===== src/rtl/macu_ws_lane.sv =====
// macu_ws_lane: weight-stationary multi-lane MAC PE with shadow weights, sign mode and saturation
// Ports:
//   clk, rst_n      clock, asynchronous active-low reset
//   w_ld, wi        load wi (LANES x DW, signed) into the shadow weight bank
//   w_swap          copy shadow bank into active bank (old shadow if loaded the same edge)
//   in_vld          xi/ci/x_signed valid
//   xi              LANES x DW activations, signed or unsigned per x_signed
//   ci              upstream partial sum (signed, CW bits)
//   co, co_vld, ovf result, valid and overflow flag, two edges after capture
module macu_ws_lane #(
   parameter int DW    = 8,
   parameter int LANES = 4,
   parameter int CW    = 24,
   parameter int SAT   = 1
) (
   input  logic                   clk,
   input  logic                   rst_n,
   input  logic                   w_ld,
   input  logic [LANES*DW-1:0]    wi,
   input  logic                   w_swap,
   input  logic                   in_vld,
   input  logic [LANES*DW-1:0]    xi,
   input  logic                   x_signed,
   input  logic signed [CW-1:0]   ci,
   output logic signed [CW-1:0]   co,
   output logic                   co_vld,
   output logic                   ovf
);
   localparam int PW = 2*DW+1;
   localparam int SW = PW + $clog2(LANES);
   logic [LANES*DW-1:0] w_sh, w_act, x1;
   logic xs1, vld1, vld2, fit;
   logic signed [CW-1:0] c1, c2, co_nx;
   logic signed [SW-1:0] sum, sum2;
   logic signed [PW-1:0] we, xe;
   logic signed [CW:0] s;
   always_ff @(posedge clk or negedge rst_n)
      if (!rst_n) begin
         w_sh  <= '0;
         w_act <= '0;
      end else begin
         if (w_ld) w_sh <= wi;
         if (w_swap) w_act <= w_sh;
      end
   always_ff @(posedge clk or negedge rst_n)
      if (!rst_n) begin
         vld1   <= 1'b0;
         x1     <= '0;
         xs1    <= 1'b0;
         c1     <= '0;
         vld2   <= 1'b0;
         sum2   <= '0;
         c2     <= '0;
         co_vld <= 1'b0;
         co     <= '0;
         ovf    <= 1'b0;
      end else begin
         vld1 <= in_vld;
         if (in_vld) begin
            x1  <= xi;
            xs1 <= x_signed;
            c1  <= ci;
         end
         vld2 <= vld1;
         if (vld1) begin
            sum2 <= sum;
            c2   <= c1;
         end
         co_vld <= vld2;
         if (vld2) begin
            co  <= co_nx;
            ovf <= !fit;
         end
      end
   // Activations get one extra bit so unsigned 255 and signed -1 share one signed multiplier.
   always_comb begin
      sum = '0;
      we  = '0;
      xe  = '0;
      for (int i = 0; i < LANES; i++) begin
         we  = PW'($signed(w_act[i*DW +: DW]));
         xe  = PW'($signed({xs1 & x1[i*DW+DW-1], x1[i*DW +: DW]}));
         sum = sum + SW'(we * xe);
      end
   end
   assign s     = (CW+1)'(sum2) + (CW+1)'(c2);
   assign fit   = s[CW] == s[CW-1];
   assign co_nx = (fit || SAT == 0) ? s[CW-1:0] :
                  s[CW] ? {1'b1, {(CW-1){1'b0}}} : {1'b0, {(CW-1){1'b1}}};
endmodule


===== config.mk =====
export PLATFORM = sky130hd
export DESIGN_NAME = macu_ws_lane
export DESIGN_NICKNAME = d
export VERILOG_FILES = /design/src/rtl/macu_ws_lane.sv
export SDC_FILE = /design/constraint.sdc
export NUM_CORES = 1
export LEC_CHECK = 0
export ABC_CLOCK_PERIOD_IN_PS = 15200
export BUFFER_PORTS_ARGS = -buffer_cell sky130_fd_sc_hd__buf_2
export CELL_PAD_IN_SITES_DETAIL_PLACEMENT = 0
export CELL_PAD_IN_SITES_GLOBAL_PLACEMENT = 2
export CORE_MARGIN = 2
export CORE_UTILIZATION = 36
export CTS_BUF_LIST = sky130_fd_sc_hd__clkbuf_4 sky130_fd_sc_hd__clkbuf_8
export CTS_CLUSTER_SIZE = 24
export DETAILED_ROUTE_END_ITERATION = 16
export PLACE_DENSITY_LB_ADDON = 0.1
export SYNTH_ARGS = -nofsm -noshare
export SYNTH_HDL_FRONTEND = slang
export SYNTH_SLANG_ARGS = --single-unit

===== constraint.sdc =====
create_clock -name clk -period 15.2 [get_ports clk]
set_clock_uncertainty 0.1 [all_clocks]
set_input_delay 3.04 -clock clk [delete_from_list [all_inputs] [get_ports clk]]
set_output_delay 3.04 -clock clk [all_outputs]
set_load 0.01 [all_outputs]

==> metrics.cfg, run 1 <==
[global_routing]
track_usage_pct=18.1
grt_max_degree=86
grt_first_pass_wirelength_mm=81.3
grt_pass1_vias=14000
grt_overflow_total=0
antenna_found_initial=2

[logic_synthesis]
synth_edf_count=0
ys_seq_elements=192
yosysMostFrequentCell=inv_1
synth_fp_nets=2460
ys_warn_count=0
synthArstFlopShare_pct=100
yosys.area.top_type=fa_1
synth_common_cells=inv_1, fa_1, dfrtp_1, mux2_2, and2_1
ys.flop_type=dfrtp_1
syn_area_per_cell_um2=10.9
ys_top_cells_by_area=fa_1, dfrtp_1, mux2_2
netlist_area_mm2=0.0206
synth_top_area_share_pct=34.2
seq_area_frac_synth_pct=23.4
ys_types=63
syn_inst=1893

[clock_network]
cts_sinks=192
postCtsResizedCells=0
cts_buffers=17
clk_pin_slew_worst_paths_ns=0.13
htreeDepth=4
cts_max_path_buffers=2
cts_root_buf=clkbuf_8
postCtsSetupBuffers=0
cts_hold_buf=0
clock_latency_ns=0.58
cts_tree=yes

[route]
vias=12900
met1_length_mm=23.9
post-route-drc-count=0
wire_per_inst_um=18.0
route.met3.wl_mm=1.27
via_per_inst=4.68
dr.pass1.iters=4
wl_met2_mm=24.0
drt-initial-drc-count=607
ant_nets=0
topRoutingLayerUsed=met4
drt_wl_total_mm=49.6

[layout]
drive_gt1_share_pct=17.5
final_net_count=2546
area_delta_synth_final_pct=8.61

[sta]
max_freq_mhz=130
fin_tns_setup_ns=0
grt_setup_unrepaired=no
setup_viol=0
slew_headroom_pct=25.1
tightest_slew_ns=1.12
hold_viol=0
post-route-period-util_pct=50.8
finalMaxSlewViolations=0
finalCriticalPeriod_ns=7.72

[critical_path]
cp_max_fo=12
critPathCaptureType=flop
crit_type=reg2reg
required_ns=15.61
arrival_ns=8.13
reg2reg_to=sum2[16]
reg2reg_from=x1[23]
ff2ff_setup_slack_ns=7.48
ff2ff_path_depth=24
start_kind=flop

[place]
port_buffers=119
dpl.hpwl_mm=40.9
gp_congestion=0.801

[hold_path]
hold_path_class=reg2reg
min_delay_worst_endpoint=w_act[14]
hold_start=w_sh[14]
hold-path-cell-count=1

[floorplan]
placementRows=87
die_h_um=243
ios=120
die_w_um=243
core_mm2=0.0564
dieArea_mm2=0.0590
start_util_pct=36.5

[outcome]
run_status=complete, no violations

[flow_run]
cap_violations=0

==> logic make-up after synthesis <==
logic type	count (synthesis)	share of synthesized area, %
and+or+nand+nor	368	9.25
AOI/OAI and AO/OA	154	5.84
xor gates and xnor gates	41	1.75
muxes	161	8.81
adders and majority gates	473	41.6
buffers and inverters	504	9.36
DFF	192	23.4
==> cells in the final DEF (no fill, tap or decap), types with 3 or more instances in the layout <==
cell type / synthesis / routed
nor2_1: 27 / 27
a41oi_1: 3 / 3
nand2b_1: 18 / 18
clkbuf_8: 0 / 18
nand2_1: 128 / 128
or3_1: 3 / 3
a21boi_0: 5 / 5
xnor2_1: 35 / 35
buf_4: 2 / 6
fa_1: 351 / 351
buf_2: 1 / 117
a2bb2oi_1: 3 / 3
a211oi_1: 6 / 6
o22ai_2: 20 / 20
inv_1: 447 / 447
o21a_1: 5 / 5
mux2_2: 160 / 160
and3_1: 19 / 19
o22ai_1: 4 / 4
o211ai_1: 8 / 8
o21ai_0: 18 / 18
and2_1: 131 / 131
inv_6: 0 / 3
nor2b_1: 21 / 21
dfrtp_1: 192 / 191
inv_8: 0 / 3
ha_1: 122 / 122
a22oi_1: 6 / 6
nand3_1: 11 / 11
nor3_1: 4 / 4
xor2_1: 6 / 6
a21o_1: 9 / 9
clkinv_4: 0 / 3
a21oi_1: 37 / 37
==> cell type report <==
class                   instances  area, um2
clock buffers                  18        248
diodes                          1       2.50
clock inverters                14        173
fillers                      5687      34100
multi-input cells            1197      13800
repair buffers                124        646
flip-flops and latches        192       4810
well taps                     756        946
inverters                     447       1680
==> worst max-delay path by stage <==
stage,start,to,slack (ns)
after global placement,x1[23],sum2[18],7.66
after CTS,x1[23],sum2[18],7.50
after floorplan,xs1,sum2[18],8.37
after detailed placement,x1[23],sum2[18],7.53
final,x1[23],sum2[16],7.48
after global routing,x1[23],sum2[16],7.06
==> worst max-delay path: stages (launching register included) <==
cell	delay [ns]
dfrtp_1	0.60
and2_0	0.36
nand2_1	0.31
fa_1	0.57
inv_1	0.05
fa_1	0.50
inv_1	0.06
fa_1	0.47
inv_1	0.05
fa_1	0.48
fa_1	0.57
fa_1	0.44
fa_1	0.49
inv_1	0.05
fa_1	0.49
inv_1	0.04
ha_1	0.33
o21ai_0	0.11
a21oi_1	0.22
a41oi_1	0.21
a21oi_1	0.37
and2_1	0.20
o21ai_0	0.08
a221oi_1	0.29
mux2_2	0.20
==> state kept, by name, summed over array words and instances (netlist names) <==
name / cells
w_act: 32
w_sh: 32
x1: 32
c1: 24
c2: 24
co: 24
sum2: 19
co_vld: 1
ovf: 1
vld1: 1
vld2: 1
xs1: 1
==> per-stage QoR <==
step	instances	utilization (%)	area [um2]	hold slack (ns)	setup slack (ns)
detailed placement	2716	38.8	21900	0.390	7.53
global route	2749	39.6	22300	0.424	7.06
floorplan	1893	-	20600	0.252	8.37
global placement	2716	38.8	21900	0.387	7.66
CTS	2748	39.6	22300	0.406	7.50
finish	2749	39.6	22300	0.400	7.48
==> per-layer routing <==
metal,vias to the layer above,GRT usage [%]
met5,-,0
met4,0,3.50
met3,28,2.86
met2,120,28.9
met1,6741,26.1
li1,5977,-
Power of run 1 is not shown: default switching activity piles up to over one toggle a cycle in this logic, so the estimate is an artifact.
==> run 2, diff against run 1 <==
- ABC_CLOCK_PERIOD_IN_PS: 15200 -> 6840
- clock period: 15.2 -> 6.84 ns (I/O delays scaled with it)
==> run 2 against run 1 <==
  * The run now ends with setup timing left
  * Critical endpoint is now sum2[18]
  * Utilization is 3.4 points higher
  * Hold slack better by 0.011 ns
  * Via count up 5.1%
  * Sequential share of layout area shrank 1.6 points
  * Count of clock-buffer cells in the layout did not move
  * Register-to-register slack lost 7.6 ns
  * First-iteration DRC count fell by 2.8%
  * Global-route usage rose by 0.77 points
  * Non-clock buffer count up 189
==> metrics.cfg, run 2 (synthesis gave the netlist of run 1 again) <==
[outcome]
run_status=complete, but fails checks
violations=setup timing

[layout]
final_net_count=2735  ; +7.4%
drive_gt1_share_pct=28.8  ; +11 points
top_regs=w_act (32), w_sh (32), x1 (32)
fin_area_mm2=0.0242  ; +8.5%
final_cell_mix=inv_1, fa_1, buf_4
area_delta_synth_final_pct=17.8
final_common_cell=inv_1

[critical_path]
ff2ff_setup_slack_ns=-0.09  ; -7.57 ns
arrival_ns=7.31  ; -0.82 ns
slowest_stage=fa_2
slowest_delay_ns=0.61  ; about the same
crit_chain=buf_4, and3_4, fa_2, inv_2, fa_1, fa_1, inv_1, fa_1, fa_1, fa_1, fa_1, inv_1, fa_1, inv_2, ha_4, nand3_1, nand2_2, a41oi_4, a21oi_4, a211o_1, a21oi_2, xnor2_1, mux2_2
crit_family=adder cells
crit_type=reg2reg
critPathCaptureType=flop
reg2reg_to=sum2[18]
ff2ff_path_depth=23  ; -4.2%
path_common_cell=fa_1
required_ns=7.22  ; -8.39 ns
cp_max_fo=7  ; -5
critPathBufInv=5  ; unchanged
reg2reg_from=w_act[24]
start_kind=flop

[global_routing]
track_usage_pct=18.9  ; +0.77 points
grt_overflow_total=0  ; unchanged
antenna_found_initial=1  ; -1
grt_pass1_vias=14700  ; +4.9%
grt_max_degree=130  ; +51%
grt_first_pass_wirelength_mm=84.2  ; +3.6%

[floorplan]
dieArea_mm2=0.0590  ; unchanged
die_w_um=243  ; unchanged
die_h_um=243  ; unchanged
start_util_pct=36.5  ; unchanged
core_mm2=0.0564  ; unchanged
placementRows=87  ; unchanged
ios=120  ; unchanged

[hold_path]
min_delay_worst_endpoint=w_sh[15]
hold_start=w_sh[15]
hold-path-cell-count=1  ; unchanged
hold_path_class=reg2reg

[flow_run]
cap_violations=0  ; unchanged

[clock_network]
cts_root_buf=clkbuf_8
cts_max_path_buffers=2  ; unchanged
cts_sinks=192  ; unchanged
cts_tree=yes
cts_buffers=17  ; unchanged
clk_pin_slew_worst_paths_ns=0.12  ; about the same
clock_latency_ns=0.60  ; +0.02 ns
htreeDepth=4  ; unchanged

[place]
placedInstanceArea_mm2=0.0232  ; +5.8%
place_ws_ns=-0.522  ; -8.05 ns
dpl.hpwl_mm=43.7  ; +6.9%
gp_congestion=0.834  ; +4.1%
port_buffers=119  ; unchanged

[sta]
hold_viol=0  ; unchanged
tightest_slew_ns=1.13  ; +0.0108 ns
finalMaxSlewViolations=0  ; unchanged
slew_headroom_pct=24.4  ; -0.72 points
finalCriticalPeriod_ns=6.93  ; -0.787 ns
max_freq_mhz=144  ; +11%
post-route-period-util_pct=101  ; +51 points
layout_setup_ws_ns=-0.0901  ; -7.57 ns
grt_setup_unrepaired=yes
setup_viol=1  ; +1

[route]
drt-initial-drc-count=590  ; -2.8%
drt_wl_total_mm=52.7  ; +6.2%
via_per_inst=4.60  ; -1.7%
post-route-drc-count=0  ; unchanged
route.met3.wl_mm=1.46  ; +15%
vias=13500  ; +5.1%
met1_length_mm=25.5  ; +6.8%
wire_per_inst_um=17.9  ; -0.72%
wl_met2_mm=25.2  ; +5.1%
ant_nets=0  ; unchanged
dr.pass1.iters=5  ; +1
topRoutingLayerUsed=met4

## run 2: changes by cell type in the layout (fill, tap and decap cells not counted), sizes merged
cell | before | now
buf | 124 | 313
bufinv | 2 | 1
clkinv | 6 | 4
clkinvlp | 0 | 2
diode | 1 | 3
inv | 453 | 454
## run 2: how the worst max path moves through the flow
stage / slack [ns] / cells after the start / startpoint / to
2_1_floorplan: 0.005 / 22 / xs1 / sum2[18]
3_3_place_gp: -0.47 / 24 / xs1 / sum2[18]
3_5_place_dp: -0.52 / 24 / x1[1] / sum2[18]
4_1_cts: -0.13 / 24 / xs1 / sum2[18]
5_1_grt: -0.30 / 21 / xs1 / sum2[18]
6_report: -0.09 / 23 / w_act[24] / sum2[18]
## run 2: metrics by stage
stage | hold WS, ns | cells | TNS, ns | util (%)
2_1_floorplan | 0.252 | 1893 | 0 | -
3_3_place_gp | 0.388 | 2883 | -1.84 | 41.1
3_5_place_dp | 0.393 | 2883 | -2.20 | 41.1
4_1_cts | 0.419 | 2931 | -0.276 | 42.5
5_1_grt | 0.436 | 2938 | -1.24 | 42.9
6_report | 0.411 | 2940 | -0.0901 | 43.0
## run 2: area by class of cell
cell class / count / area (um2)
Tap cell: 756 / 946
Timing Repair Buffer: 313 / 2150
Sequential cell: 192 / 4830
Fill cell: 5651 / 32200
Clock inverter: 14 / 168
Clock buffer: 18 / 241
Inverter: 447 / 1680
Antenna cell: 3 / 7.51
Multi-Input combinational cell: 1197 / 14200
## run 2: repair_timing
item | CTS | global route
hold buffers | 0 | 0
pin swaps | 52 | 47
endpoints found under the setup margin | 8 | 7
resized for setup | 78 | 51
setup buffers | 16 | 7
hold endpoints to repair | 0 | 0
## run 2: routing by layer
| layer | global-route usage (%) | vias to the layer above |
|---|---|---|
| met5 | 0 | - |
| met3 | 3.00 | 27 |
| met1 | 27.5 | 7002 |
| met2 | 29.8 | 146 |
| li1 | - | 6351 |
| met4 | 3.50 | 0 |
Power of run 2 is left out for the same reason.
==> run 3, diff against run 2 <==
- GPL_TIMING_DRIVEN: not set -> 0
- REMOVE_ABC_BUFFERS: not set -> 1
==> run 3 against run 2 <==
  * Wire length is 6.9% lower
  * Maximum frequency fell by 2.1%
  * Sequential cell count unchanged
  * Via count fell by 3.9%
  * Critical path depth down 2
  * Critical endpoint unchanged
  * The flow still finishes with violations (setup timing)
  * Die area unchanged
  * Cell count is 4.9% lower
  * Global-route usage is 1.1 points lower
  * Cell area down 4.1%
==> metrics.cfg, run 3 (synthesis gave the netlist of run 1 again) <==
[place]
dpl.hpwl_mm=39.3  ; -10%
port_buffers=119  ; unchanged
gp_congestion=0.792  ; -5.0%

[layout]
area_delta_synth_final_pct=13.0
top_regs=w_act (32), w_sh (32), x1 (32)
final_cell_mix=inv_1, fa_1, dfrtp_1
final_common_cell=inv_1
final_net_count=2594  ; -5.2%
drive_gt1_share_pct=24.9  ; -4.0 points

[floorplan]
die_w_um=243  ; unchanged
placementRows=87  ; unchanged
die_h_um=243  ; unchanged
ios=120  ; unchanged
core_mm2=0.0564  ; unchanged
start_util_pct=36.5  ; unchanged
dieArea_mm2=0.0590  ; unchanged

[hold_path]
hold-path-cell-count=1  ; unchanged
hold_path_class=reg2reg

[sta]
slew_headroom_pct=22.4  ; -2.0 points
finalCriticalPeriod_ns=7.08  ; +0.149 ns
max_freq_mhz=141  ; -2.1%
setup_viol=3  ; +2
grt_setup_unrepaired=yes
post-route-period-util_pct=103  ; +2.2 points
finalMaxSlewViolations=0  ; unchanged
tightest_slew_ns=1.16  ; +0.0266 ns
layout_setup_ws_ns=-0.239  ; -0.149 ns
hold_viol=0  ; unchanged
fin_tns_setup_ns=-0.504  ; -0.414 ns

[clock_network]
clock_latency_ns=0.58  ; -0.02 ns
cts_tree=yes
cts_buffers=17  ; unchanged
clk_pin_slew_worst_paths_ns=0.12  ; about the same
htreeDepth=4  ; unchanged
cts_max_path_buffers=2  ; unchanged
cts_root_buf=clkbuf_8
cts_sinks=192  ; unchanged
cts_hold_buf=0  ; unchanged

[route]
ant_nets=0  ; unchanged
dr.pass1.iters=4  ; -1
post-route-drc-count=0  ; unchanged
via_per_inst=4.65  ; +1.1%
drt_wl_total_mm=49.0  ; -6.9%
vias=13000  ; -3.9%
drt-initial-drc-count=424  ; -28%
wire_per_inst_um=17.5  ; -2.1%

[global_routing]
grt_overflow_total=0  ; unchanged
track_usage_pct=17.8  ; -1.1 points
grt_pass1_vias=14500  ; -1.4%
grt_max_degree=77  ; -41%
antenna_found_initial=1  ; unchanged
grt_first_pass_wirelength_mm=79.8  ; -5.3%

[critical_path]
crit_type=reg2reg
arrival_ns=7.46  ; +0.15 ns
required_ns=7.22  ; about the same
ff2ff_path_depth=21  ; -8.7%
critPathCaptureType=flop
cp_max_fo=6  ; -1
start_kind=flop

[outcome]
violations=setup timing
run_status=complete, but fails checks

[flow_run]
cap_violations=0  ; unchanged

==> run 3: per-layer routing <==
layer	track usage (%)	part of all wire [%]
met4	5.18	1.7
met1	21.0	41
met5	0	0
met3	2.41	2.0
met2	33.5	55
==> run 3: cell type report <==
type / instances / area [um2]
fillers: 5686 / 33200
multi-input cells: 1197 / 14200
flip-flops and latches: 192 / 4850
inverters: 447 / 1680
repair buffers: 172 / 1130
well taps: 756 / 946
clock buffers: 17 / 234
clock inverters: 14 / 173
diodes: 1 / 2.50
==> run 3: what timing repair did <==
| item | CTS | global route |
|---|---|---|
| buffers inserted | 28 | 20 |
| pin swaps | 58 | 25 |
| setup endpoints to repair | 11 | 7 |
| resized for setup | 109 | 34 |
| cloned | 1 | 0 |
==> run 3: metrics by stage <==
stage / instance area [um2] / util (%) / setup WS, ns / std cells / hold WS (ns)
detailed placement: 22000 / 38.9 / -1.55 / 2715 / 0.387
global route: 23200 / 41.2 / -0.467 / 2796 / 0.427
global placement: 21800 / 38.7 / -1.55 / 2711 / 0.384
CTS: 23000 / 40.7 / -0.239 / 2775 / 0.418
finish: 23200 / 41.2 / -0.239 / 2796 / 0.412
floorplan: 20300 / - / -0.112 / 1836 / 0.346
==> run 3: path summary, 6_finish.rpt <==
| check | end | startpoint | slack, ns |
|---|---|---|---|
| worst min register to register | w_sh[14] | w_sh[14] | 0.41 |
| max in group asynchronous | xs1 | rst_n | 4.94 |
| worst max register to register | sum2[18] | xs1 | -0.24 |
| worst min-delay path | w_sh[14] | w_sh[14] | 0.41 |
| min in group asynchronous | co[2] | rst_n | 0.56 |
| worst max-delay path | sum2[18] | xs1 | -0.24 |
==> run 3: worst max-delay path, stage by stage (launching register included) <==
cell       delay, ns
dfrtp_4         0.58
buf_6           0.17
bufbuf_16       0.27
and3_1          0.20
fa_1            0.52
fa_1            0.56
inv_2           0.06
fa_1            0.47
fa_1            0.55
inv_1           0.05
fa_1            0.46
fa_1            0.50
fa_1            0.49
inv_1           0.05
fa_2            0.59
inv_2           0.06
ha_4            0.23
and3_1          0.17
a211o_1         0.31
a21oi_2         0.19
xnor2_2         0.10
mux2_4          0.28
Power of run 3 is left out for the same reason.
